==> src/rtl/dma_hold_arbiter.sv <==
`timescale 1ns/1ps
// -----------------------------------------------------------------------------
// dma_hold_arbiter
//
// Shares the 8088 local bus between NREQ bus-master requesters and the CPU
// using the minimum-mode HOLD/HLDA handshake. A request raises HOLD. Once the
// CPU acknowledges with HLDA, exactly one requester is granted the bus in
// round-robin order. Each tenure is bounded by MAX_HOLD_CYCLES. Every tenure
// ends by releasing HOLD, so the CPU always regains the bus between tenures.
//
// Parameters
//   NREQ            number of requesters (2..8)
//   MAX_HOLD_CYCLES longest single tenure, in cycles of GNT high (>=2)
//
// Ports
//   CLK       in   system clock, all state changes on posedge
//   RESET_N   in   asynchronous active-low reset
//   REQ       in   [NREQ] level request per requester, held while bus wanted
//   HLDA      in   hold acknowledge from the 8088
//   HOLD      out  hold request to the 8088
//   GNT       out  [NREQ] one-hot grant, at most one bit high
//   OWNER     out  [$clog2(NREQ)] index of the current or last grantee
//   TIMEOUT   out  one-cycle pulse, tenure ended by the cycle limit
//   HLDA_ERR  out  one-cycle pulse, HLDA dropped while a grant was active
//
// All outputs are registered.
// -----------------------------------------------------------------------------
module dma_hold_arbiter #(
  parameter int NREQ            = 4,
  parameter int MAX_HOLD_CYCLES = 64
) (
  input  logic                    CLK,
  input  logic                    RESET_N,
  input  logic [NREQ-1:0]         REQ,
  input  logic                    HLDA,
  output logic                    HOLD,
  output logic [NREQ-1:0]         GNT,
  output logic [$clog2(NREQ)-1:0] OWNER,
  output logic                    TIMEOUT,
  output logic                    HLDA_ERR
);

  localparam int OW  = $clog2(NREQ);
  localparam int OW1 = OW + 1;
  localparam int CW  = $clog2(MAX_HOLD_CYCLES + 1);

  localparam logic [1:0] ST_IDLE     = 2'd0;
  localparam logic [1:0] ST_HOLD_REQ = 2'd1;
  localparam logic [1:0] ST_GRANT    = 2'd2;
  localparam logic [1:0] ST_RELEASE  = 2'd3;

  localparam logic [CW-1:0]   CNT_MAX   = CW'(MAX_HOLD_CYCLES);
  localparam logic [OW-1:0]   LAST_RST  = OW'(NREQ - 1);
  localparam logic [OW:0]     NREQ_W    = OW1'(NREQ);
  localparam logic [NREQ-1:0] GNT_ONE   = {{(NREQ-1){1'b0}}, 1'b1};

  // ---------------------------------------------------------------------------
  // State registers
  // ---------------------------------------------------------------------------
  logic [1:0]      r_state;
  logic            r_hold;
  logic [NREQ-1:0] r_gnt;
  logic [OW-1:0]   r_owner;
  logic [OW-1:0]   r_last_owner;
  logic [CW-1:0]   r_cnt;
  logic            r_timeout;
  logic            r_hlda_err;

  // Next-state values
  logic [1:0]      w_state_nxt;
  logic            w_hold_nxt;
  logic [NREQ-1:0] w_gnt_nxt;
  logic [OW-1:0]   w_owner_nxt;
  logic [OW-1:0]   w_last_nxt;
  logic [CW-1:0]   w_cnt_nxt;
  logic [CW-1:0]   w_cnt_inc;
  logic            w_timeout_nxt;
  logic            w_hlda_err_nxt;

  // Round-robin search result
  logic [OW-1:0]   w_winner;
  logic            w_found;
  logic            w_owner_req;

  // ---------------------------------------------------------------------------
  // Round-robin winner: the first requester found searching last_owner+1,
  // last_owner+2, ... modulo NREQ. The loop walks from the farthest candidate
  // to the nearest so that the nearest requesting candidate is written last
  // and wins, which avoids a separate "already found" chain.
  // ---------------------------------------------------------------------------
  always_comb begin : rr_search
    logic [OW:0] w_sum;
    w_winner = '0;
    w_found  = 1'b0;
    w_sum    = '0;
    for (int k = NREQ; k >= 1; k--) begin
      w_sum = {1'b0, r_last_owner} + OW1'(k);
      if (w_sum >= NREQ_W) begin
        w_sum = w_sum - NREQ_W;
      end
      if (REQ[w_sum[OW-1:0]]) begin
        w_found  = 1'b1;
        w_winner = w_sum[OW-1:0];
      end
    end
  end

  assign w_owner_req = REQ[r_owner];

  // Tenure counter saturates at the limit rather than wrapping.
  assign w_cnt_inc = (r_cnt == CNT_MAX) ? r_cnt : r_cnt + CW'(1);

  // ---------------------------------------------------------------------------
  // Next-state logic
  // ---------------------------------------------------------------------------
  always_comb begin
    // NOTE: every output of this block gets a default here, so no path can
    // leave one unassigned and infer a latch.
    w_state_nxt    = r_state;
    w_hold_nxt     = r_hold;
    w_gnt_nxt      = r_gnt;
    w_owner_nxt    = r_owner;
    w_last_nxt     = r_last_owner;
    w_cnt_nxt      = r_cnt;
    w_timeout_nxt  = 1'b0;
    w_hlda_err_nxt = 1'b0;

    case (r_state)
      ST_IDLE: begin
        w_hold_nxt = 1'b0;
        w_gnt_nxt  = '0;
        if (|REQ) begin
          w_state_nxt = ST_HOLD_REQ;
          w_hold_nxt  = 1'b1;
        end
      end

      ST_HOLD_REQ: begin
        // HOLD is kept until the CPU acknowledges; requests are only looked
        // at on the acknowledge edge.
        if (HLDA) begin
          if (w_found) begin
            w_state_nxt = ST_GRANT;
            w_gnt_nxt   = GNT_ONE << w_winner;
            w_owner_nxt = w_winner;
            w_cnt_nxt   = '0;
          end else begin
            // Everyone withdrew while we waited: hand the bus straight back.
            w_state_nxt = ST_RELEASE;
            w_hold_nxt  = 1'b0;
          end
        end
      end

      ST_GRANT: begin
        // r_cnt counts grant cycles already completed, so w_cnt_inc is the
        // count including the cycle ending at this edge.
        w_cnt_nxt = w_cnt_inc;
        if (!HLDA || !w_owner_req || (w_cnt_inc == CNT_MAX)) begin
          w_state_nxt = ST_RELEASE;
          w_hold_nxt  = 1'b0;
          w_gnt_nxt   = '0;
          w_last_nxt  = r_owner;
          // HLDA loss outranks the other two tenure-end causes, and a normal
          // release outranks the timeout, so the two pulses are exclusive.
          if (!HLDA) begin
            w_hlda_err_nxt = 1'b1;
          end else if (w_owner_req) begin
            w_timeout_nxt = 1'b1;
          end
        end
      end

      ST_RELEASE: begin
        w_hold_nxt = 1'b0;
        w_gnt_nxt  = '0;
        if (!HLDA) begin
          w_state_nxt = ST_IDLE;
        end
      end

      default: begin
        w_state_nxt = ST_IDLE;
        w_hold_nxt  = 1'b0;
        w_gnt_nxt   = '0;
      end
    endcase
  end

  // ---------------------------------------------------------------------------
  // Registers
  // ---------------------------------------------------------------------------
  always_ff @(posedge CLK or negedge RESET_N) begin
    if (!RESET_N) begin
      r_state      <= ST_IDLE;
      r_hold       <= 1'b0;
      r_gnt        <= '0;
      r_owner      <= '0;
      r_last_owner <= LAST_RST;  // requester 0 wins the first arbitration
      r_cnt        <= '0;
      r_timeout    <= 1'b0;
      r_hlda_err   <= 1'b0;
    end else begin
      // NOTE: non-blocking assignments so every register samples the values
      // from before this edge, regardless of statement order.
      r_state      <= w_state_nxt;
      r_hold       <= w_hold_nxt;
      r_gnt        <= w_gnt_nxt;
      r_owner      <= w_owner_nxt;
      r_last_owner <= w_last_nxt;
      r_cnt        <= w_cnt_nxt;
      r_timeout    <= w_timeout_nxt;
      r_hlda_err   <= w_hlda_err_nxt;
    end
  end

  assign HOLD     = r_hold;
  assign GNT      = r_gnt;
  assign OWNER    = r_owner;
  assign TIMEOUT  = r_timeout;
  assign HLDA_ERR = r_hlda_err;

  // ---------------------------------------------------------------------------
  // Invariants
  // ---------------------------------------------------------------------------
  a_gnt_onehot0 : assert property (@(posedge CLK) disable iff (!RESET_N)
    $onehot0(r_gnt));
  a_gnt_needs_hold : assert property (@(posedge CLK) disable iff (!RESET_N)
    (r_gnt != '0) |-> (r_hold && (r_state == ST_GRANT)));
  a_pulses_exclusive : assert property (@(posedge CLK) disable iff (!RESET_N)
    !(r_timeout && r_hlda_err));

endmodule

==> config.mk <==
export PLATFORM = sky130hd
export DESIGN_NAME = dma_hold_arbiter
export DESIGN_NICKNAME = d
export VERILOG_FILES = /design/src/rtl/dma_hold_arbiter.sv
export SDC_FILE = /design/constraint.sdc
export NUM_CORES = 1
export LEC_CHECK = 0
export CORE_MARGIN = 3
export CORE_UTILIZATION = 35
export DETAILED_ROUTE_END_ITERATION = 8
export HOLD_SLACK_MARGIN = 0.08
export PLACE_DENSITY = 0.65
export SLEW_MARGIN = 0
export SYNTH_ARGS = -nofsm -noshare
export SYNTH_HDL_FRONTEND = slang
export SYNTH_SLANG_ARGS = --single-unit
==> constraint.sdc <==
create_clock -name CLK -period 6.65 [get_ports CLK]
set_clock_uncertainty 0.05 [all_clocks]
set_input_delay 1.995 -clock CLK [delete_from_list [all_inputs] [get_ports CLK]]
set_output_delay 1.995 -clock CLK [all_outputs]
set_load 0.02 [all_outputs]
==> results of run 1 <==
area by class of cell:
| class | instances | area (sq um) | share of cell area, % |
|---|---|---|---|
| multi-input combinational | 121 | 837.1 | 51.38 |
| sequential | 20 | 503.0 | 30.88 |
| timing repair buffer | 15 | 150.1 | 9.217 |
| clock buffer | 3 | 41.29 | 2.535 |
| tap | 48 | 60.06 | 3.687 |
| inverter | 10 | 37.54 | 2.304 |
critical path, cell delays in order:
cell and delay (ns):
sky130_fd_sc_hd__clkdlybuf4s50_1 0.49, sky130_fd_sc_hd__or4_1 0.63, sky130_fd_sc_hd__a31oi_1 0.56, sky130_fd_sc_hd__nand2b_1 0.27
sky130_fd_sc_hd__or2_2 0.14, sky130_fd_sc_hd__o21ai_0 0.07
cell usage in the layout (no fill, tap or decap), types with 4 or more instances in the layout:
master / count
sky130_fd_sc_hd__nor2b_1: 7
sky130_fd_sc_hd__mux2_2: 4
sky130_fd_sc_hd__a31oi_1: 4
sky130_fd_sc_hd__nand2b_1: 5
sky130_fd_sc_hd__and2_1: 4
sky130_fd_sc_hd__nor2_1: 4
sky130_fd_sc_hd__ha_1: 7
sky130_fd_sc_hd__inv_1: 10
sky130_fd_sc_hd__a21oi_1: 7
sky130_fd_sc_hd__nand3_1: 7
sky130_fd_sc_hd__dfrtp_1: 18
sky130_fd_sc_hd__nand2_1: 13
sky130_fd_sc_hd__nand4_1: 4
sky130_fd_sc_hd__o21ai_0: 9
sky130_fd_sc_hd__clkdlybuf4s50_1: 15
kinds of logic (layout without fill, tap and decap cells):
group	count (synthesis)	in the layout	share of synthesized area, %
and+or+nand+nor	62	62	24.43
AOI/OAI and AO/OA	45	45	22.14
DFF	20	20	35.32
buffers and inverters	17	28	5.887
adders and majority gates	7	7	6.151
muxes	6	6	5.448
xor gates and xnor gates	1	1	0.6152
routing by layer:
layer,track usage (%),vias to the layer above,routed length [um]
met3,2.464,4,113
li1,-,606,-
met1,18.15,628,1475
met2,22.56,39,1619
met5,0,-,0
met4,4.468,0,43
sequential cells by signal, indices dropped and copies added, names as in the netlist:
register      count
r_cnt             7
OWNER             2
HOLD              1
GNT               4
TIMEOUT           1
r_state           2
HLDA_ERR          1
r_last_owner      2
metrics by stage:
stage | instance area [sq um] | instances | hold WS [ns] | utilization, %
6_report | 1629 | 217 | 0.4576 | 42.89
5_1_grt | 1629 | 217 | 0.4889 | 42.89
4_1_cts | 1629 | 217 | 0.4613 | 42.89
3_5_place_dp | 1588 | 214 | 0.4448 | 41.80
3_3_place_gp | 1588 | 214 | 0.4373 | 41.80
2_1_floorplan | 1424 | 158 | 0.4391 | -
power by group:
part / internal, W / switching (W) / total, W
sequential: 0.000162 / 0.0000448 / 0.000207
clock: 0.0000403 / 0.0000386 / 0.0000789
combinational: 0.000142 / 0.000182 / 0.000324
total: 0.000344 / 0.000266 / 0.000610
final timing paths:
check / start / endpoint / depth (start not counted)
worst max-delay path: REQ[1] / r_cnt[2] / 6
worst min-delay path: GNT[0] / GNT[0] / 1
worst max register to register: r_cnt[0] / GNT[2] / 7
worst min register to register: GNT[0] / GNT[0] / 1
max in group asynchronous: RESET_N / r_state[1] / 1
min in group asynchronous: RESET_N / r_cnt[3] / 1
==> flow_summary.ini, run 1 <==
[clock_tree]
clkSinkCount = 20
clock_tree.htree_level_count = 1
clkSlewWorstSetupHoldPaths_ns = 0.07
post_cts_buffers = 0
clockBufferDepth = 2
cts_resized = 0
root_buffer = sky130_fd_sc_hd__clkbuf_8
tritoncts_clock_tree = done
clock_insertion_delay_worst_skew_ns = 0.25
cts-hold-fix-buffers = 0
cts_inserted_buffers = 3

[place]
gp_congestion = 0.8614
dp_hpwl_mm = 2.472
placement.io_buffers = 15
pre_cts_slack_ns = 2.331

[setup_path]
critical_path_class = in -> reg
path_max_fanout = 9
worst_setup_path_start_kind = input pin
cp_data_arrival_time_ns = 4.15
r2r_slack_ns = 4.26
cp_data_required_time_ns = 6.73
worstSetupEndpointType = flop

[sta]
final.setup.tns_ns = 0
worst_slack_ns = 2.587
maxSlewHeadroom_pct = 38.65
slew_viols_final = 0
rsz_0062_raised_after_global_routing = false
min_period_ns = 4.063
worst_pin_slew_ns = 0.9174
hold_viol_final = 0
period_share_pct = 61.10
final-setup-viol-count = 0
max_freq_mhz = 246.1

[routing]
drt_pre_antenna_iters = 4
final_antenna_net_count = 0
drc_errors = 0
routed-via-count = 1277
dr.first_iter.drc_count = 139
avgRoutedWirePerCell_um = 14.99
detail_route.vias_per_cell = 5.885
wirelength_mm = 3.252

[floorplan]
number_of_cell_rows = 22
floorplan.die_area_sq_mm = 0.004869
die_x_um = 69.78
fp.coreArea_sq_mm = 0.003799
top_level_ports = 16
floorplan.die.height_um = 69.78
initial_core_util_pct = 37.48

[run_status]
outcome = finished clean

[synthesis]
ys_top_cells_by_area = sky130_fd_sc_hd__dfrtp_1 (32%), sky130_fd_sc_hd__ha_1 (6.2%), sky130_fd_sc_hd__dfstp_2 (3.7%)
netlist_area_pre_place_sq_mm = 0.001424
synth_area_leader_cell = sky130_fd_sc_hd__dfrtp_1
ys_async_sr_fraction_pct = 100.0
commonest_register_cell_after_synthesis = sky130_fd_sc_hd__dfrtp_1
synth.avg_cell_area_sq_um = 9.012
synth_largest_type_area_fraction_pct = 31.63
post-synth-top-count-cell = sky130_fd_sc_hd__dfrtp_1
yosys_warning_count = 0
synth-edff-count = 0
synthDistinctLibCells = 46
netlist_top_cells_count = sky130_fd_sc_hd__dfrtp_1 (18), sky130_fd_sc_hd__nand2_1 (13), sky130_fd_sc_hd__inv_1 (10), sky130_fd_sc_hd__o21ai_0 (9)
synth_fp_nets = 172
synth-seq-cells = 20
synth_sequential_area_ratio_pct = 35.33
synthesis.instances = 158

[global_routing]
first_global_vias = 1168
grt_antenna_before_repair = 0
grt_overflow_total = 0
wire_length_of_the_first_global_routing_pass_mm = 5.513
grt_max_degree = 21
grt_use_total_pct = 13.74

[run]
maxCapViolations = 0

[layout]
syn2layout_area_growth_pct = 14.41
final_layout_size_suffix_gt1_share_pct = 8.876
n_antenna_cell = 0
fillerInstances = 369
nNetsFinal = 185

[power]
pwr_density_cell_mw_per_mm2 = 374.5
report.power.total_w = 0.0006100
leakagePower_nw = 0.6499
vdd.ir_drop.worst_mv = 0.1654

[hold_path]
hold_path.class = reg -> reg
(Power assumes the default switching activity.)
==> run 2, diff against run 1 <==
==> constraint.sdc (replaced) <==
create_clock -name CLK -period 4.11 [get_ports CLK]
set_clock_uncertainty 0.05 [all_clocks]
set_input_delay 1.233 -clock CLK [delete_from_list [all_inputs] [get_ports CLK]]
set_output_delay 1.233 -clock CLK [all_outputs]
set_load 0.02 [all_outputs]
==> flow_summary.ini, run 2 (synthesis gave the netlist of run 1 again) <==
[routing]
drt_pre_antenna_iters = 5
drc_errors = 0
final_antenna_net_count = 0
dr.first_iter.drc_count = 64
avgRoutedWirePerCell_um = 14.90
detail_route.vias_per_cell = 5.639
wirelength_mm = 3.264
routed-via-count = 1235

[layout]
layout_common_cells = sky130_fd_sc_hd__dfrtp_1 (18), sky130_fd_sc_hd__clkdlybuf4s50_1 (15), sky130_fd_sc_hd__nand2_1 (13), sky130_fd_sc_hd__inv_1 (10), sky130_fd_sc_hd__o21ai_0 (9)
largest_register_ffs = 7
final_core_utilization_pct = 43.45
fillerInstances = 389
final_layout_size_suffix_gt1_share_pct = 9.942
largest_register = r_cnt
n_antenna_cell = 0
most_frequent_standard_cell_in_the_layout_excluding_fill_and_tap_cells = sky130_fd_sc_hd__dfrtp_1
nNetsFinal = 186
syn2layout_area_growth_pct = 15.90

[setup_path]
cp_data_required_time_ns = 4.21
worstReg2RegStart = r_state[0]
crit-reg2reg-capture = r_cnt[2]
worstSetupEndpointType = flop
critical_path_class = in -> reg
worst_r2r_path_depth = 8
path_max_fanout = 9
cp_data_arrival_time_ns = 3.21
worst_setup_path_start_kind = input pin
r2r_slack_ns = 1.62

[sta]
final-setup-viol-count = 0
final.setup.tns_ns = 0
min_period_ns = 3.114
worst_slack_ns = 0.9963
max_freq_mhz = 321.2
slew_viols_final = 0
period_share_pct = 75.76
rsz_0062_raised_after_global_routing = false
worst_pin_slew_ns = 0.9100
maxSlewHeadroom_pct = 39.15
hold_viol_final = 0

[clock_tree]
root_buffer = sky130_fd_sc_hd__clkbuf_8
clock_tree.htree_level_count = 1
clockBufferDepth = 2
tritoncts_clock_tree = done
cts_resized = 0
cts_inserted_buffers = 3
clock_insertion_delay_worst_skew_ns = 0.26
clkSinkCount = 20
cts-hold-fix-buffers = 0
clkSlewWorstSetupHoldPaths_ns = 0.08
post_cts_buffers = 0

[power]
internal_power_w = 0.0005854
pwr_density_cell_mw_per_mm2 = 623.3
power.switching_fraction_pct = 43.09
net-switching-power_w = 0.0004432
leakagePower_nw = 0.6617
pwr-share-comb_pct = 51.8
pwr-share-clk_pct = 15.1
vdd.ir_drop.worst_mv = 0.2487
power.share.sequential_pct = 33.1

[global_routing]
first_global_vias = 1210
grt_antenna_before_repair = 0
wire_length_of_the_first_global_routing_pass_mm = 5.595
grt_overflow_total = 0
grt_use_total_pct = 13.81
grt_max_degree = 21

[place]
gp_congestion = 0.8860
placement.io_buffers = 15
dp_hpwl_mm = 2.416
pre_cts_slack_ns = 0.7249

[floorplan]
top_level_ports = 16
number_of_cell_rows = 22
initial_core_util_pct = 37.48
die_x_um = 69.78
floorplan.die_area_sq_mm = 0.004869
fp.coreArea_sq_mm = 0.003799
floorplan.die.height_um = 69.78

[run]
maxCapViolations = 0

[hold_path]
hold_path.class = reg -> reg
hold-path-endpoint = GNT[2]
hp-start = GNT[2]
worst_hold_path.num_cells = 1

[run_status]
outcome = finished clean
[run 2: how the worst max path moves through the flow]
stage / startpoint / to / slack (ns)
after floorplan: REQ[1] / r_cnt[2] / 1.30
after global placement: REQ[1] / r_cnt[2] / 0.75
after detailed placement: REQ[1] / r_cnt[2] / 0.72
after CTS: REQ[1] / r_cnt[2] / 1.01
after global routing: REQ[1] / r_cnt[2] / 0.90
final: REQ[1] / r_cnt[2] / 1.0
[run 2: critical path: stages]
cell,delay (ns)
sky130_fd_sc_hd__clkdlybuf4s50_1,0.49
sky130_fd_sc_hd__or4_1,0.64
sky130_fd_sc_hd__a31oi_1,0.21
sky130_fd_sc_hd__buf_4,0.18
sky130_fd_sc_hd__nand2b_1,0.22
sky130_fd_sc_hd__or2_2,0.16
sky130_fd_sc_hd__o21ai_0,0.07
[run 2: cell type report]
| cell class | instances | area (sq um) | area share, % |
|---|---|---|---|
| multi-input combinational | 121 | 837.1 | 50.72 |
| sequential | 20 | 503.0 | 30.48 |
| timing repair buffer | 16 | 157.7 | 9.553 |
| tap | 48 | 60.06 | 3.639 |
| clock buffer | 4 | 55.05 | 3.336 |
| inverter | 10 | 37.54 | 2.274 |
[run 2: power by group through the flow]
stage                     Clock [W]  Combinational [W]  Sequential (W)
after floorplan                   0           0.000347        0.000352
after global placement            0           0.000515        0.000339
after global routing       0.000168           0.000591        0.000348
after detailed placement          0           0.000535        0.000340
final                      0.000155           0.000533        0.000341
after CTS                  0.000160           0.000534        0.000339
[run 2: routing by layer]
layer / GRT usage [%] / part of all wire [%] / up-vias
li1: - / - / 608
met1: 18.20 / 46 / 590
met2: 22.98 / 48 / 35
met3: 2.899 / 5.1 / 2
met4: 3.404 / 0.83 / 0
met5: 0 / 0 / -
[run 2: through the flow]
stage / cells / area (sq um) / power (W) / hold slack [ns]
final: 219 / 1650 / 0.001029 / 0.4654
after global routing: 219 / 1650 / 0.001107 / 0.4833
after CTS: 219 / 1650 / 0.001034 / 0.4677
after detailed placement: 215 / 1595 / 0.0008757 / 0.4493
after global placement: 215 / 1595 / 0.0008542 / 0.4405
after floorplan: 158 / 1424 / 0.0006986 / 0.4391
==> run 3, diff against run 2 <==
--- a/config.mk
+++ b/config.mk
@@ -9,7 +9,7 @@
 export CORE_UTILIZATION = 35
 export DETAILED_ROUTE_END_ITERATION = 8
 export HOLD_SLACK_MARGIN = 0.08
-export PLACE_DENSITY = 0.65
+export PLACE_DENSITY = 0.67
 export SLEW_MARGIN = 0
 export SYNTH_ARGS = -nofsm -noshare
 export SYNTH_HDL_FRONTEND = slang
==> constraint.sdc (replaced) <==
create_clock -name CLK -period 2.55 [get_ports CLK]
set_clock_uncertainty 0.05 [all_clocks]
set_input_delay 0.765 -clock CLK [delete_from_list [all_inputs] [get_ports CLK]]
set_output_delay 0.765 -clock CLK [all_outputs]
set_load 0.02 [all_outputs]
==> flow_summary.ini, run 3 (synthesis gave the netlist of run 1 again) <==
[layout]
final_core_utilization_pct = 47.04
layout_common_cells = sky130_fd_sc_hd__dfrtp_1 (18), sky130_fd_sc_hd__buf_4 (17), sky130_fd_sc_hd__clkdlybuf4s50_1 (15), sky130_fd_sc_hd__nand2_1 (13), sky130_fd_sc_hd__inv_1 (10)
multi_input_area_sq_um = 837.1
n_antenna_cell = 0
nNetsFinal = 202
largest_register_ffs = 7
largest_register = r_cnt
fin_cells = 235
ff_latch_area_sq_um = 503.0
final_layout_size_suffix_gt1_share_pct = 17.65
layout.cell_area.non_filler_sq_mm = 0.001787
syn2layout_area_growth_pct = 25.48
fillerInstances = 371
most_frequent_standard_cell_in_the_layout_excluding_fill_and_tap_cells = sky130_fd_sc_hd__dfrtp_1

[setup_path]
worst_r2r_path_depth = 6
worst_setup_path_start_kind = input pin
worstSetupEndpointType = flop
cp_data_required_time_ns = 2.64
critical_path_class = in -> reg
path_max_fanout = 5
cp_data_arrival_time_ns = 2.52

[routing]
met3RoutedLength_um = 151
routed-via-count = 1291
drc_errors = 0
met1_length_mm = 1.531
final_antenna_net_count = 0
dr.first_iter.drc_count = 75
wirelength_mm = 3.415
detail_route.vias_per_cell = 5.494
drt_pre_antenna_iters = 4
avgRoutedWirePerCell_um = 14.53
topRoutingLayerUsed = met4
wl_met2_mm = 1.676

[clock_tree]
clockBufferDepth = 2
clock_tree.htree_level_count = 1
clkSinkCount = 20
clock_insertion_delay_worst_skew_ns = 0.26
cts_inserted_buffers = 3
root_buffer = sky130_fd_sc_hd__clkbuf_8
tritoncts_clock_tree = done
post_cts_buffers = 0
cts_resized = 0
cts-hold-fix-buffers = 0
clkSlewWorstSetupHoldPaths_ns = 0.08

[floorplan]
number_of_cell_rows = 22
fp.coreArea_sq_mm = 0.003799
floorplan.die.height_um = 69.78
floorplan.die_area_sq_mm = 0.004869
die_x_um = 69.78
top_level_ports = 16
initial_core_util_pct = 37.48

[run]
maxCapViolations = 0

[sta]
rsz_0062_raised_after_global_routing = false
min_period_ns = 2.430
slew_viols_final = 0
max_freq_mhz = 411.6
final-setup-viol-count = 0
hold_viol_final = 0
period_share_pct = 95.28
worst_pin_slew_ns = 0.5114
maxSlewHeadroom_pct = 65.65

[place]
gp_congestion = 0.9173
dp_hpwl_mm = 2.727
placement.io_buffers = 15
placed_cells_incl_taps = 231
dpl-instance-area_sq_mm = 0.001715

[power]
leakagePower_nw = 0.7476
vdd.ir_drop.worst_mv = 0.4378
pwr_density_cell_mw_per_mm2 = 1006

[global_routing]
wire_length_of_the_first_global_routing_pass_mm = 5.961
first_global_vias = 1297
grt_overflow_total = 0
grt_max_degree = 13
grt_use_total_pct = 14.69
grt_antenna_before_repair = 0

[hold_path]
worst_hold_path.num_cells = 1
hold_path.class = reg -> reg

[run_status]
outcome = finished clean
## run 3: cell types whose count changed in the layout (fill, tap and decap cells not counted)
cell	previous run	this run
sky130_fd_sc_hd__o311ai_0	3	2
sky130_fd_sc_hd__o311ai_1	0	1
sky130_fd_sc_hd__clkbuf_8	4	3
sky130_fd_sc_hd__bufinv_16	0	1
sky130_fd_sc_hd__buf_4	1	17
## run 3: layer usage
| metal | vias to the layer above | track usage, % |
|---|---|---|
| met1 | 611 | 19.38 |
| li1 | 642 | - |
| met4 | 0 | 4.468 |
| met2 | 34 | 25.08 |
| met3 | 4 | 1.594 |
| met5 | - | 0 |
## run 3: worst paths after layout
kind                          start          to  slack, ns
max reg2reg                r_cnt[0]      GNT[2]       0.22
max in group asynchronous   RESET_N  r_state[1]       1.17
min                          GNT[1]      GNT[1]       0.47
min reg2reg                  GNT[1]      GNT[1]       0.47
min in group asynchronous   RESET_N    HLDA_ERR       0.76
max                          REQ[3]      GNT[2]       0.12
## run 3: cell type report
type                    count  area share [%]
clock inverters             1           1.681
flip-flops and latches     20           28.15
clock buffers               3           2.311
inverters                  10           2.101
repair buffers             32           15.55
multi-input cells         121           46.85
well taps                  48           3.361
## run 3: power breakdown
part	switching (W)	internal, W	total (W)
Combinational	0.000496	0.000438	0.000934
Clock	0.000105	0.000209	0.000314
Sequential	0.000125	0.000423	0.000548
## run 3: stage by stage
| stage | setup slack [ns] | total power [W] | TNS, ns | hold WS (ns) |
|---|---|---|---|---|
| finish | 0.1204 | 0.001797 | 0 | 0.4715 |
| global route | 0.02908 | 0.001947 | 0 | 0.4898 |
| CTS | 0.06093 | 0.001807 | 0 | 0.4695 |
| detailed placement | -0.2221 | 0.001488 | -1.809 | 0.4518 |
| global placement | -0.1437 | 0.001440 | -1.321 | 0.4422 |
| floorplan | 0.2088 | 0.001126 | 0 | 0.4194 |
## run 3: critical path: stages
cell and delay (ns):
sky130_fd_sc_hd__clkdlybuf4s50_1 0.44, sky130_fd_sc_hd__mux4_2 0.49, sky130_fd_sc_hd__and2_1 0.22, sky130_fd_sc_hd__o311ai_1 0.15, sky130_fd_sc_hd__o211ai_4 0.16, sky130_fd_sc_hd__mux2_2 0.31
